**config.mk**
```make
export PLATFORM = sky130hd
export DESIGN_NAME = cache_arbiter
export DESIGN_NICKNAME = d
export VERILOG_FILES = /design/src/rtl/cache_arbiter.sv
export SDC_FILE = /design/constraint.sdc
export NUM_CORES = 1
export LEC_CHECK = 0
export ABC_AREA = 1
export CAP_MARGIN = 20
export CORE_AREA = 5 5 542 544
export DETAILED_ROUTE_END_ITERATION = 16
export DIE_AREA = 0 0 547 549
export PLACE_DENSITY = 0.32
export SETUP_SLACK_MARGIN = 0.15
export SLEW_MARGIN = 15
export SYNTH_ARGS = -nofsm -noshare
export SYNTH_HDL_FRONTEND = slang
export SYNTH_SLANG_ARGS = --single-unit
export TNS_END_PERCENT = 50
```
**constraint.sdc**
```tcl
create_clock -name clk -period 2 [get_ports clk]
set_input_delay 0.4 -clock clk [delete_from_list [all_inputs] [get_ports clk]]
set_output_delay 0.4 -clock clk [all_outputs]
set_load 0.03 [all_outputs]
```
**src/rtl/cache_arbiter.sv**
```systemverilog
// rtl/cache_arbiter.sv - two-port (instruction/data) cache line arbiter onto a single line memory
// Requests are granted from S_IDLE only; contention is resolved away from the last served port.

module cache_arbiter #(
    parameter int LINE_W = 256,
    parameter int ADDR_W = 32
) (
    input  logic              clk,
    input  logic              rst,

    input  logic              i_read,
    input  logic [ADDR_W-1:0] i_addr,
    output logic [LINE_W-1:0] i_rdata,
    output logic              i_resp,

    input  logic              d_read,
    input  logic              d_write,
    input  logic [ADDR_W-1:0] d_addr,
    input  logic [LINE_W-1:0] d_wdata,
    output logic [LINE_W-1:0] d_rdata,
    output logic              d_resp,

    output logic              mem_read,
    output logic              mem_write,
    output logic [ADDR_W-1:0] mem_addr,
    output logic [LINE_W-1:0] mem_wdata,
    input  logic [LINE_W-1:0] mem_rdata,
    input  logic              mem_resp,

    output logic              data_state
);

    typedef enum logic [1:0] {
        S_IDLE  = 2'd0,
        S_INSTR = 2'd1,
        S_DATA  = 2'd2
    } state_t;

    state_t state;
    state_t state_next;
    logic   last_grant;
    logic   last_grant_next;
    logic   d_req;

    assign d_req = d_read | d_write;

    always_ff @(posedge clk or negedge rst) begin
        if (!rst) begin
            state      <= S_IDLE;
            last_grant <= 1'b0;
        end else begin
            state      <= state_next;
            last_grant <= last_grant_next;
        end
    end

    always_comb begin
        state_next      = state;
        last_grant_next = last_grant;
        mem_read        = 1'b0;
        mem_write       = 1'b0;
        mem_addr        = '0;
        mem_wdata       = '0;
        i_resp          = 1'b0;
        d_resp          = 1'b0;

        case (state)
            S_IDLE: begin
                // last_grant==0 means the instruction port was served last, so data wins a tie
                if (i_read && d_req) begin
                    state_next = last_grant ? S_INSTR : S_DATA;
                end else if (i_read) begin
                    state_next = S_INSTR;
                end else if (d_req) begin
                    state_next = S_DATA;
                end
            end

            S_INSTR: begin
                mem_read = i_read;
                mem_addr = i_addr;
                i_resp   = mem_resp;
                if (mem_resp) begin
                    state_next      = S_IDLE;
                    last_grant_next = 1'b0;
                end else if (!i_read) begin
                    state_next = S_IDLE;
                end
            end

            S_DATA: begin
                mem_read  = d_read;
                mem_write = d_write;
                mem_addr  = d_addr;
                mem_wdata = d_wdata;
                d_resp    = mem_resp;
                if (mem_resp) begin
                    state_next      = S_IDLE;
                    last_grant_next = 1'b1;
                end else if (!d_req) begin
                    state_next = S_IDLE;
                end
            end

            default: begin
                state_next = S_IDLE;
            end
        endcase
    end

    assign i_rdata    = mem_rdata;
    assign d_rdata    = mem_rdata;
    assign data_state = (state == S_DATA);

endmodule

```
==> results.yml <==
critical_path:
  r2r_start: "state[0]$_DFFE_PN0P_"
  start_kind: "flip-flop"
  path_max_fanout: 7
  rrSetupSlack_ns: 0.14
  required_ns: 1.60
  crit_arrival_ns: 1.88
  end_kind: "output port"
  r2r_cells: 14
  rr_endpoint: "state[1]$_DFFE_PN0P_"
  crit_start: "state[0]$_DFFE_PN0P_"
  critical_path_class: "flip-flop to output port"
power:
  p_clk_share_pct: 1.4
  pwr-share-comb_pct: 98.1
  ir_worst_vdd_uv: 872
  p_switching_mw: 12.2
  power_mw: 23.5
  netSwitchingFraction_pct: 51.9
  internal_power_mw: 11.3
  sequentialPowerShare_pct: 0.5
  p_per_area_nw_per_um2: 1170
  p_leak_nw: 8.13
final_layout:
  mostFrequentLayoutCell: "clkdlybuf4s50_1"
  areaGrowthSynthToFinish_pct: 195
  drive_gt1_share_pct: 60.3
  final_nets: 1987
  most-common-layout-cells: "clkdlybuf4s50_1 (325), buf_12 (263), nand2_1 (155)"
  final_cell_count_no_fill: 5224
cts:
  tritoncts: "built"
  clk_latency_ns: 0.23
  clk_pin_slew_ns: 0.03
  htree_levels: 1
  cts-root-buf: "clkbuf_16"
  cts_made_buffers: 3
  cts_buffer_depth: 2
  cts.sinks: 3
drt:
  wl_met1_um: 31700
  wl_met3_um: 65700
  routed.top_layer: "met5"
  wl_um: 187000
  drtPass1Iterations: 4
  vias: 8245
  wl_met2_um: 82500
  post-route-drc-count: 0
  avgViaCountPerCell: 1.58
  drt_iter0_drc: 273
  wl_per_cell_um: 35.8
  final_antenna_net_count: 0
run:
  drv_cap: 0
synthesis:
  synth-seq-cells: 3
  postSynthAreaPerCell_sq_um: 5.64
  ys_warn_count: 0
  ys_types: 15
  yosysSeqAreaShare_pct: 1.10
  netlist_area_sq_um: 6830
  synth_cells: 1210
  syn_nets: 1797
floorplan:
  die_w_um: 547
  pin_count: 1387
  rows: 198
  core_sq_um: 289000
  start_util_pct: 2.36
  die_h_um: 549
  die_area_sq_um: 300000
sta:
  max_freq_mhz: 439
  worst_slack_ns: -0.278
  rsz0062_at_grt: "true"
  slew_violations: 0
  hold_viol: 0
  setup_viol: 292
  period_share_pct: 114
  tightest_slew_ns: 0.709
  slew_headroom_pct: 52.6
  finClkSkew_ns: 0.00383
  period_needed_ns: 2.28
global_routing:
  antenna_found_initial: 77
  grt_pass1_wl_um: 208000
  grt_pass1_vias: 8637
  grt_max_degree: 23
  gr-usage-all-layers_pct: 11.8
  overflow: 0
placement:
  place_inst: 5114
  io_buffers: 618
  place.detailed.hpwl_um: 174000
  gp_congestion: 0.850
run_status:
  run_status: "finished, violations left"
  violations: "setup timing"
hold_path:
  hp-class: "input pin to async pin"
## power by group through the flow
stage | clock network, mW | registers (mW) | logic, mW
3_3_place_gp | 0 | 0.115 | 16.7
5_1_grt | 0.330 | 0.126 | 24.2
2_1_floorplan | 0 | 0.105 | 8.54
4_1_cts | 0.323 | 0.119 | 21.9
6_report | 0.317 | 0.122 | 23.1
3_5_place_dp | 0 | 0.114 | 16.6
## worst max-delay path by stage
| stage | end | slack [ns] | cells after the start |
|---|---|---|---|
| finish | mem_wdata[146] | -0.28 | 8 |
| global route | mem_wdata[124] | -0.34 | 9 |
| CTS | mem_wdata[126] | -0.31 | 9 |
| detailed placement | mem_wdata[152] | -0.39 | 7 |
| global placement | mem_wdata[152] | -0.41 | 7 |
| floorplan | mem_addr[12] | 0.13 | 5 |
## state kept, by name (all words and copies together), names as in the netlist
register and cells:
last_grant 1, state 2
## Yosys cell counts
cell | n | area share [%]
dfrtp_1 | 3 | 1.1
buf_1 | 3 | 0.16
ha_1 | 5 | 0.92
buf_8 | 1 | 0.22
a21oi_1 | 35 | 2.6
o21ai_0 | 2 | 0.15
nor2_1 | 4 | 0.22
buf_4 | 513 | 56
nand2_1 | 335 | 18
a21o_1 | 1 | 0.11
inv_2 | 41 | 2.3
buf_2 | 12 | 0.88
buf_6 | 23 | 3.8
nand3_1 | 3 | 0.22
inv_1 | 229 | 13
## cell type report
class | instances | area, sq um
fillers | 33700 | 269000
repair buffers | 737 | 10700
well taps | 3800 | 4750
multi-input cells | 385 | 3160
inverters | 270 | 1280
clock buffers | 4 | 78.8
flip-flops and latches | 3 | 76.3
diodes | 25 | 62.6
## per-layer routing
layer | GRT usage (%) | vias up
met5 | 0.0317 | -
met4 | 3.69 | 8
met3 | 19.4 | 304
met2 | 18.6 | 1254
met1 | 5.92 | 3397
li1 | - | 3282
## logic make-up after synthesis
kind of cell               after synthesis  share of synthesized area, %
DFF                                      3                          1.10
AOI/OAI and AO/OA                       38                          2.82
adders and majority gates                5                         0.916
and+or+nand+nor                        342                          18.9
buffers and inverters                  822                          76.3
## worst max-delay path, stage by stage, from the launching register on
cell and delay [ns]:
dfrtp_1 0.40, inv_2 0.11, ha_4 0.23, buf_12 0.14, buf_16 0.16, buf_16 0.17
nand2_1 0.14, inv_2 0.13, buf_12 0.13
## repair_timing
| action | CTS | global route |
|---|---|---|
| hold buffers | 0 | 0 |
| resized for setup | 374 | 357 |
| cloned | 27 | 7 |
| pin swaps | 39 | 67 |
| endpoints found under the setup margin | 295 | 295 |
| buffers inserted | 37 | 10 |
## per-stage QoR
step           setup WS [ns]  hold slack (ns)  TNS, ns  instance area (sq um)  utilization [%]
2_1_floorplan          0.129            0.104        0                   7180                -
3_3_place_gp          -0.406            0.576   -23.24                  16600             5.73
3_5_place_dp          -0.389            0.586   -16.16                  16600             5.73
4_1_cts               -0.314            0.373   -62.44                  18800             6.51
5_1_grt               -0.342            0.390   -71.89                  20100             6.95
6_report              -0.278            0.369   -49.72                  20100             6.96
No activity file was read; power rests on OpenSTA's default activity.
